### src/rtl/desplazador_secuencial.sv
// desplazador_secuencial: multi-cycle shift unit, one bit position per clock.
// Modes: 00 LSL, 01 LSR, 10 ASR, 11 ROL when DESPLAZADOR_ROT_EN is defined
// (otherwise mode 11 is handled as LSL, including overflow tracking).
// Handshake: start is taken only in IDLE; done pulses for one cycle when the
// result register E and the ovf flag have just been updated.
module desplazador_secuencial #(
    parameter int WIDTH = 8,
    parameter int SHW   = $clog2(WIDTH)
) (
    input  logic             clk,
    input  logic             rst_n,
    input  logic             start,
    input  logic [WIDTH-1:0] A,
    input  logic [SHW-1:0]   B,
    input  logic [1:0]       mode,
    output logic [WIDTH-1:0] E,
    output logic             busy,
    output logic             done,
    output logic             ovf
);

    typedef enum logic [1:0] {
        IDLE  = 2'd0,
        SHIFT = 2'd1,
        DONE  = 2'd2
    } state_t;

    state_t           state_q, state_d;
    logic [WIDTH-1:0] wreg_q, wreg_d;
    logic [SHW-1:0]   cnt_q, cnt_d;
    logic [1:0]       mode_q, mode_d;
    logic             ovf_acc_q, ovf_acc_d;
    logic [WIDTH-1:0] e_q, e_d;
    logic             ovf_q, ovf_d;

    logic [WIDTH-1:0] shifted;
    logic             lsl_out;

    // One-position shift of the working register for the latched mode.
    // lsl_out is the bit leaving the MSB on a left logical shift, used for ovf.
    always_comb begin
        shifted = {wreg_q[WIDTH-2:0], 1'b0};
        lsl_out = wreg_q[WIDTH-1];
        case (mode_q)
            2'b01: begin
                shifted = {1'b0, wreg_q[WIDTH-1:1]};
                lsl_out = 1'b0;
            end
            2'b10: begin
                shifted = {wreg_q[WIDTH-1], wreg_q[WIDTH-1:1]};
                lsl_out = 1'b0;
            end
`ifdef DESPLAZADOR_ROT_EN
            2'b11: begin
                shifted = {wreg_q[WIDTH-2:0], wreg_q[WIDTH-1]};
                lsl_out = 1'b0;
            end
`endif
            default: begin
                shifted = {wreg_q[WIDTH-2:0], 1'b0};
                lsl_out = wreg_q[WIDTH-1];
            end
        endcase
    end

    // Next-state and datapath updates; everything holds unless the state acts.
    always_comb begin
        state_d   = state_q;
        wreg_d    = wreg_q;
        cnt_d     = cnt_q;
        mode_d    = mode_q;
        ovf_acc_d = ovf_acc_q;
        e_d       = e_q;
        ovf_d     = ovf_q;
        case (state_q)
            IDLE: begin
                if (start) begin
                    wreg_d    = A;
                    cnt_d     = B;
                    mode_d    = mode;
                    ovf_acc_d = 1'b0;
                    if (B == '0) begin
                        // Zero shift: result is the operand itself.
                        e_d     = A;
                        ovf_d   = 1'b0;
                        state_d = DONE;
                    end else begin
                        state_d = SHIFT;
                    end
                end
            end
            SHIFT: begin
                wreg_d    = shifted;
                cnt_d     = cnt_q - SHW'(1);
                ovf_acc_d = ovf_acc_q | lsl_out;
                if (cnt_q == SHW'(1)) begin
                    e_d     = shifted;
                    ovf_d   = ovf_acc_q | lsl_out;
                    state_d = DONE;
                end
            end
            DONE: begin
                state_d = IDLE;
            end
            default: begin
                state_d = IDLE;
            end
        endcase
    end

    // State and datapath registers; reset discards any operation in flight.
    always_ff @(posedge clk or negedge rst_n) begin
        if (!rst_n) begin
            state_q   <= IDLE;
            wreg_q    <= '0;
            cnt_q     <= '0;
            mode_q    <= 2'b00;
            ovf_acc_q <= 1'b0;
            e_q       <= '0;
            ovf_q     <= 1'b0;
        end else begin
            state_q   <= state_d;
            wreg_q    <= wreg_d;
            cnt_q     <= cnt_d;
            mode_q    <= mode_d;
            ovf_acc_q <= ovf_acc_d;
            e_q       <= e_d;
            ovf_q     <= ovf_d;
        end
    end

    assign E    = e_q;
    assign ovf  = ovf_q;
    assign busy = (state_q != IDLE);
    assign done = (state_q == DONE);

endmodule

### config.mk
export PLATFORM = sky130hd
export DESIGN_NAME = desplazador_secuencial
export DESIGN_NICKNAME = d
export VERILOG_FILES = /design/src/rtl/desplazador_secuencial.sv
export SDC_FILE = /design/constraint.sdc
export NUM_CORES = 1
export LEC_CHECK = 0
export ABC_AREA = 1
export CORE_AREA = 2 2 56 110
export DETAILED_ROUTE_END_ITERATION = 10
export DIE_AREA = 0 0 58 112
export SETUP_SLACK_MARGIN = 0.05
export SLEW_MARGIN = 25
export SYNTH_ARGS = -nofsm -noshare
export SYNTH_HDL_FRONTEND = slang
export SYNTH_SLANG_ARGS = --single-unit
### constraint.sdc
create_clock -name clk -period 1.3 [get_ports clk]
set_clock_uncertainty 0.05 [all_clocks]
set_input_delay 0.39 -clock clk [delete_from_list [all_inputs] [get_ports clk]]
set_output_delay 0.39 -clock clk [all_outputs]
set_load 0.02 [all_outputs]
[Word level (Yosys, flattened, before mapping)]
Index checks and enable logic that the tools add are counted.
Word-level totals
  register bits after elaboration: 25
  input bits: 16
  output and inout bits: 11
  logic and storage cells: 46
Operators by class
  $add $sub $neg: 1
  equality and inequality tests: 8
  mux-type cells: 20
  bitwise gates (word level): 1
  reductions and logical operators: 9
Operators with widths (count)
  $pmux 8 s2: 3
  $mux 8: 4
  $mux 2: 3
  $ne 2x2->1 const B: 3
  $pmux 3 s2: 1
  $reduce_and 2->1: 3
  $mux 1: 5
  $eq 2x1->1 const B: 2
  $eq 2x2->1 const B: 2
  $pmux 1 s2: 2
  $pmux 2 s2: 1
  $reduce_and 4->1: 1
  $reduce_bool 2->1: 2
  $eq 3x1->1 const B: 1
  $logic_not 3->1: 1
  $mux 3: 1
  $sub 3x1->3 const B: 1
  $logic_not 2->1: 1
  $reduce_or 2->1: 1
  $or 1x1->1: 1

[Longest topological paths before layout]
Gate-level depths: netlist (run 1).
  depth after elaboration: 6
  depth in mapped cells: 10
  depth with buffers taken out: 9

[Worst setup path after synthesis (run 1)]
OpenSTA, ideal clock, no wires.
  path kind: register to register
  start point: register mode_q[0]
  end point: register e_q[1] (netlist: E[1])
  setup time: 0.065 ns
  data arrival time: 1.315 ns
  data required time: 1.185 ns
  slack: -0.130 ns
  stages on the path, launching flop included: 11
  buffers on the path: 1
  period minus slack after synthesis: 1.430 ns
  path through: dfrtp_1 -> inv_1 -> ha_1 -> buf_2 -> inv_1 -> nand2_1 -> nor2_1 -> nor2_1 -> nor2_1 -> nand2_1 -> nand2_1
On the way
  longest elaborated chain between the ends: 4
  elaborated cells on any way between the ends: 5
RTL lines
  start, declared: RTL line 31  | logic [1:0] mode_q, mode_d;
  start signal, assigned: RTL line 125  | mode_q <= mode_d;
  $eq 2x2->1 / $eq 2x1->1 (equally long branches): RTL line 44  | case (mode_q)
  $pmux 8 s2 (*): RTL line 44
  $mux 8 (*): RTL line 96  | if (cnt_q == SHW'(1)) begin
  $pmux 8 s2 (*): RTL line 75  | case (state_q)
  end signal, assigned: RTL line 119  | e_q <= '0;
  end signal, assigned: RTL line 127  | e_q <= e_d;
  end, declared: RTL line 33  | logic [WIDTH-1:0] e_q, e_d;
Every way passes the cells marked *; elsewhere a longest branch is shown, timed or not. The select of a mux whose other input is x is not followed.
A chain may end at the register's enable or synchronous reset.

[Final worst setup path (run 1)]
  start point: register state_q[0]
  end point: output port busy
On the way
  longest elaborated chain between the ends: 1
RTL lines
  start, declared: RTL line 28  | state_t state_q, state_d;
  start signal, assigned: RTL line 122  | state_q <= state_d;
  $reduce_bool 2->1: RTL line 134  | assign busy = (state_q != IDLE);
  end, declared: RTL line 17  | output logic busy,
Every way passes these cells.

==> results of run 1 <==
[sequential cells by signal, summed over array words and instances (netlist names)]
register / count
ovf_acc_q: 1
cnt_q: 3
ovf: 1
wreg_q: 8
mode_q: 2
E: 8
state_q: 2
[worst max-delay path, cell delays in order, from the launching register on]
cell and delay [ns]:
dfrtp_1 0.44, nor2_2 0.15, inv_1 0.06, buf_6 0.12
[synth_stat cells, types with 2 or more instances]
cell type  count
inv_1         10
nand3_1        8
ha_1           4
nor2_1        32
dfrtp_1       25
nand2_1       78
nand2_4        4
inv_2          2
o21ai_0        6
a21oi_1        4
[layer usage]
metal  vias to the layer above  part of all wire  track usage
li1                        682                 -            -
met1                       651              0.38        0.135
met2                        25              0.59        0.225
met3                         2             0.021       0.0128
met4                         0             0.012       0.0450
met5                         -                 0            0
[through the flow]
step           TNS [ns]  hold slack, ns
2_1_floorplan    -0.336          0.0444
3_3_place_gp      -7.40           0.417
3_5_place_dp      -7.94           0.416
4_1_cts           -1.54           0.442
5_1_grt           -3.57           0.464
6_report          -1.49           0.437
[worst max path at each step]
stage,startpoint,endpoint,slack [ns],cells after the start
2_1_floorplan,mode_q[1],E[6],-0.04,9
3_3_place_gp,start,E[4],-0.35,6
6_report,state_q[0],busy,-0.16,3
3_5_place_dp,start,E[6],-0.38,6
5_1_grt,state_q[0],busy,-0.21,3
4_1_cts,state_q[1],busy,-0.14,3
[layout make-up]
cell class / instances / area share
multi-input combinational: 144 / 0.382
inverter: 13 / 0.0289
sequential: 25 / 0.273
clock buffer: 4 / 0.0344
tap: 61 / 0.0333
timing repair buffer: 56 / 0.244
timing repair inverter: 1 / 0.00491
[kinds of logic after synthesis]
kind of cell,after synthesis,synth area share
buffers and inverters,16,0.0546
flip-flops,25,0.455
AND/OR/NAND/NOR,126,0.397
AO/OA/AOI/OAI,12,0.0510
XOR/XNOR,1,0.00637
adder cells (fa/ha/maj),4,0.0364
[timing repair]
action | in CTS | in global routing
setup buffers | 9 | 3
gates cloned | 1 | 1
endpoints found under the setup margin | 33 | 34
resized for setup | 102 | 35
pin swaps | 14 | 14
[power by group through the flow]
stage               clock network (mW)  registers [mW]  logic, mW
CTS                              0.694            1.46       4.01
floorplan                            0            1.53       1.95
global placement                     0            1.42       3.14
global route                     0.721            1.53       4.89
detailed placement                   0            1.43       3.18
finish                           0.671            1.48       4.47
==> impl_metrics.env, run 1 <==
export IMPL_post_route_period_util=1.12
export IMPL_critPathArrivalTime_ns=1.02
export IMPL_switching_share=0.452
export IMPL_final_nets=264
export IMPL_async_reset_ff_frac=1.00
export IMPL_ctsRootBufferMaster="clkbuf_16"
export IMPL_final_common_cell="nand2_1"
export IMPL_critPathKind="register to output port"
export IMPL_peakVddDrop_uv=1180
export IMPL_drc=0
export IMPL_tritoncts="yes"
export IMPL_grt_max_degree=26
export IMPL_rows=39
export IMPL_synth_seq_cells=25
export IMPL_vias=1360
export IMPL_final_design_area_no_fill_sq_mm=0.00229
export IMPL_max_cap_violations=0
export IMPL_p_clk_frac=0.101
export IMPL_fin_crit_ns=1.46
export IMPL_synth_nets=204
export IMPL_status="finished with violations"
export IMPL_drtIter0Drc=34
export IMPL_post_synth_top_area_cell="dfrtp_1"
export IMPL_switchingPower_mw=2.99
export IMPL_r2r_end="E[4]"
export IMPL_cts_buffers=3
export IMPL_avgSynthCellArea_sq_um=7.47
export IMPL_r2r_start="mode_q[0]"
export IMPL_seqPwrFrac=0.224
export IMPL_ys_seq_area_frac=0.455
export IMPL_fillers=555
export IMPL_grt_pass1_vias=1370
export IMPL_start_util=0.243
export IMPL_rsz0062_at_grt="true"
export IMPL_hold_viol=0
export IMPL_utilization=0.405
export IMPL_total_power_mw=6.62
export IMPL_wirelength_microns=3810
export IMPL_insertion_delay_ns=0.25
export IMPL_io_buffer_count=26
export IMPL_power_density_mw_per_mm2=2890
export IMPL_r2r_setup_slack_ns=-0.11
export IMPL_ios=27
export IMPL_die_y_microns=112
export IMPL_grt_overflow_total=0
export IMPL_synthToLayoutAreaGrowth_pct=66.9
export IMPL_dp_cells=288
export IMPL_start_kind="register"
export IMPL_dpl_instance_area_sq_mm=0.00186
export IMPL_diodes=0
export IMPL_ant_nets=0
export IMPL_setup_viol=21
export IMPL_path_max_fanout=3
export IMPL_synth_top_area_frac=0.455
export IMPL_routabilityCongestion=0.809
export IMPL_post_drt_wl_per_cell_microns=12.5
export IMPL_pre_cts_ws_ns=-0.385
export IMPL_cts_num_sinks=25
export IMPL_place_hpwl_microns=2670
export IMPL_path_clk_slew_ns=0.06
export IMPL_htreeDepth=1
export IMPL_grt_total_usage=0.121
export IMPL_grt_pass1_wl_microns=6180
export IMPL_drive_above_1_share=0.383
export IMPL_violations="negative setup slack"
export IMPL_dieArea_sq_mm=0.00650
export IMPL_antenna_found_initial=0
export IMPL_final_cell_mix="64 x nand2_1, 25 x dfrtp_1, 24 x nor2_1"
export IMPL_synth_edff_count=0
export IMPL_worst_slack_ns=-0.161
export IMPL_postCtsHoldBufs=0
export IMPL_multi_input_area_sq_um=877
export IMPL_final_cells=304
export IMPL_yosys_warnings=0
export IMPL_dr_pass1_iters=4
export IMPL_synth_area_leaders="dfrtp_1 45%, nand2_1 21%, nor2_1 8.7%, ha_1 3.6%, nand2_4 3.3%"
export IMPL_required_ns=0.86
export IMPL_synthesis_area_sq_mm=0.00138
export IMPL_tightest_slew_ns=0.287
export IMPL_drv_slew=0
export IMPL_crit_path_end_kind="output port"
export IMPL_min_path_type="input port to asynchronous set/reset pin"
export IMPL_ys_types=21
export IMPL_core_sq_mm=0.00566
export IMPL_relSlewSlack=0.809
export IMPL_ff2ff_path_depth=9
export IMPL_p_comb_frac=0.675
export IMPL_seq_area_sq_um=626
export IMPL_chipWidth_microns=58
export IMPL_cts_buffer_depth=2
export IMPL_p_int_mw=3.63
export IMPL_synth_flop_cell="dfrtp_1"
export IMPL_timing_fmax_mhz=684
export IMPL_vias_per_cell=4.47
export IMPL_syn_inst=184
export IMPL_p_leak_nw=1.13
Power figures use the tool's default switching activity.
==> run 2, diff against run 1 <==
--- a/config.mk
+++ b/config.mk
@@ -6,9 +6,10 @@
 export NUM_CORES = 1
 export LEC_CHECK = 0
 export ABC_AREA = 1
-export CORE_AREA = 2 2 56 110
+export CORE_AREA = 2 2 40 79
 export DETAILED_ROUTE_END_ITERATION = 10
-export DIE_AREA = 0 0 58 112
+export DIE_AREA = 0 0 42 81
+export PLACE_DENSITY = 0.76
 export SETUP_SLACK_MARGIN = 0.05
 export SLEW_MARGIN = 25
 export SYNTH_ARGS = -nofsm -noshare
==> constraint.sdc (replaced) <==
create_clock -name clk -period 1.7 [get_ports clk]
set_clock_uncertainty 0.05 [all_clocks]
set_input_delay 0.51 -clock clk [delete_from_list [all_inputs] [get_ports clk]]
set_output_delay 0.51 -clock clk [all_outputs]
set_load 0.02 [all_outputs]
==> run 2 against run 1 <==
  * The run now ends clean
  * Highest routed layer unchanged
  * Core utilization is 22 points higher
  * Largest power group unchanged
  * Count of clock-buffer cells in the layout stayed put
  * Register-to-register slack better by 0.27 ns
==> impl_metrics.env, run 2 (same netlist as run 1, synthesis figures left out) <==
export IMPL_rows=28
export IMPL_grt_max_degree=26
export IMPL_vias_per_cell=5.09
export IMPL_htreeDepth=1
export IMPL_cts_num_sinks=25
export IMPL_critPathKind="register to output port"
export IMPL_final_cells=251
export IMPL_path_max_fanout=3
export IMPL_grt_pass1_vias=1308
export IMPL_timing_fmax_mhz=620
export IMPL_io_buffer_count=26
export IMPL_wirelength_microns=3060
export IMPL_tritoncts="yes"
export IMPL_drive_above_1_share=0.149
export IMPL_rsz0062_at_grt="true"
export IMPL_cts_buffer_depth=2
export IMPL_post_route_period_util=0.949
export IMPL_setup_viol=0
export IMPL_cts_buffers=3
export IMPL_crit_path_end_kind="output port"
export IMPL_grt_total_usage=0.206
export IMPL_required_ns=1.14
export IMPL_dr_pass1_iters=4
export IMPL_peakVddDrop_uv=1100
export IMPL_fin_crit_ns=1.61
export IMPL_total_power_mw=3.66
export IMPL_chipWidth_microns=42
export IMPL_min_path_type="register to register"
export IMPL_grt_pass1_wl_microns=5490
export IMPL_place_hpwl_microns=2300
export IMPL_cp_slowest_stage_delay_ns=0.46
export IMPL_path_clk_slew_ns=0.08
export IMPL_dieArea_sq_mm=0.00340
export IMPL_dpl_instance_area_sq_mm=0.00172
export IMPL_start_kind="register"
export IMPL_critPathArrivalTime_ns=1.05
export IMPL_insertion_delay_ns=0.27
export IMPL_drv_slew=0
export IMPL_final_cell_mix="77 x nand2_1, 30 x nor2_1, 24 x dfrtp_1"
export IMPL_crit_slowest_cell="dfrtp_2"
export IMPL_final_design_area_no_fill_sq_mm=0.00177
export IMPL_tightest_slew_ns=0.317
export IMPL_final_common_cell="nand2_1"
export IMPL_crit_chain="buf_6, inv_4, nor2_2, buf_6"
export IMPL_ios=27
export IMPL_synthToLayoutAreaGrowth_pct=29.0
export IMPL_ctsRootBufferMaster="clkbuf_8"
export IMPL_die_y_microns=81
export IMPL_power_density_mw_per_mm2=2060
export IMPL_relSlewSlack=0.788
export IMPL_cp_common_cell="buf_6"
export IMPL_post_drt_wl_per_cell_microns=12.2
export IMPL_core_sq_mm=0.00284
export IMPL_grt_overflow_total=0
export IMPL_routabilityCongestion=0.790
export IMPL_antenna_found_initial=0
export IMPL_p_leak_nw=0.952
export IMPL_diodes=0
export IMPL_final_nets=242
export IMPL_start_util=0.485
export IMPL_status="complete, no violations"
export IMPL_vias=1277
export IMPL_drc=0
export IMPL_drtIter0Drc=21
export IMPL_ant_nets=0
export IMPL_hold_viol=0
export IMPL_fin_hold_ws_ns=0.436
export IMPL_dp_cells=246
export IMPL_max_cap_violations=0
export IMPL_postCtsHoldBufs=0
==> run 2: through the flow <==
stage	utilization	worst slack, ns	setup TNS [ns]
2_1_floorplan	-	0.270	0
3_3_place_gp	0.605	-0.0461	-0.410
3_5_place_dp	0.605	-0.0897	-0.775
4_1_cts	0.619	0.0626	0
5_1_grt	0.625	0.0438	0
6_report	0.625	0.0874	0
==> run 2: report_power, final <==
| group | leakage, nW | internal [mW] | switching (mW) |
|---|---|---|---|
| Clock | 0.0228 | 0.168 | 0.182 |
| Combinational | 0.626 | 0.837 | 1.39 |
| Sequential | 0.304 | 0.893 | 0.192 |
| Total | 0.952 | 1.90 | 1.77 |
==> run 2: worst max-delay path: cells and delay by family (launching register included) <==
| family | cells | cell delay [ns] |
|---|---|---|
| buffers and inverters | 3 | 0.30 |
| flip-flops | 1 | 0.46 |
| AND/OR/NAND/NOR | 1 | 0.03 |
==> run 2: worst paths after layout <==
check,cells after the start,end,slack [ns],startpoint
hold reg to reg,2,E[2],0.44,E[2]
setup / recovery,4,done,0.09,state_q[1]
max in group asynchronous,2,state_q[1],0.78,rst_n
hold / removal,2,E[2],0.44,E[2]
setup reg to reg,9,E[6],0.16,state_q[1]
min in group asynchronous,2,mode_q[1],0.55,rst_n
==> run 2: layout make-up <==
cell class,instances,area (sq um)
multi-input combinational,143,689
sequential,25,627
clock buffer,4,45.0
inverter,13,51.3
tap,30,37.5
timing repair buffer,36,324
fill,247,1060
==> run 2: timing repair <==
item,in CTS,in global routing
setup endpoints to repair,11,9
gates resized for setup,21,5
setup buffers,1,0
gates cloned,0,0
==> run 2: routing by layer <==
metal | global-route usage | wire, microns | up-vias
li1 | - | - | 641
met1 | 0.240 | 1300 | 588
met2 | 0.342 | 1480 | 37
met3 | 0.0289 | 148 | 11
met4 | 0.148 | 127 | 0
met5 | 0 | 0 | -
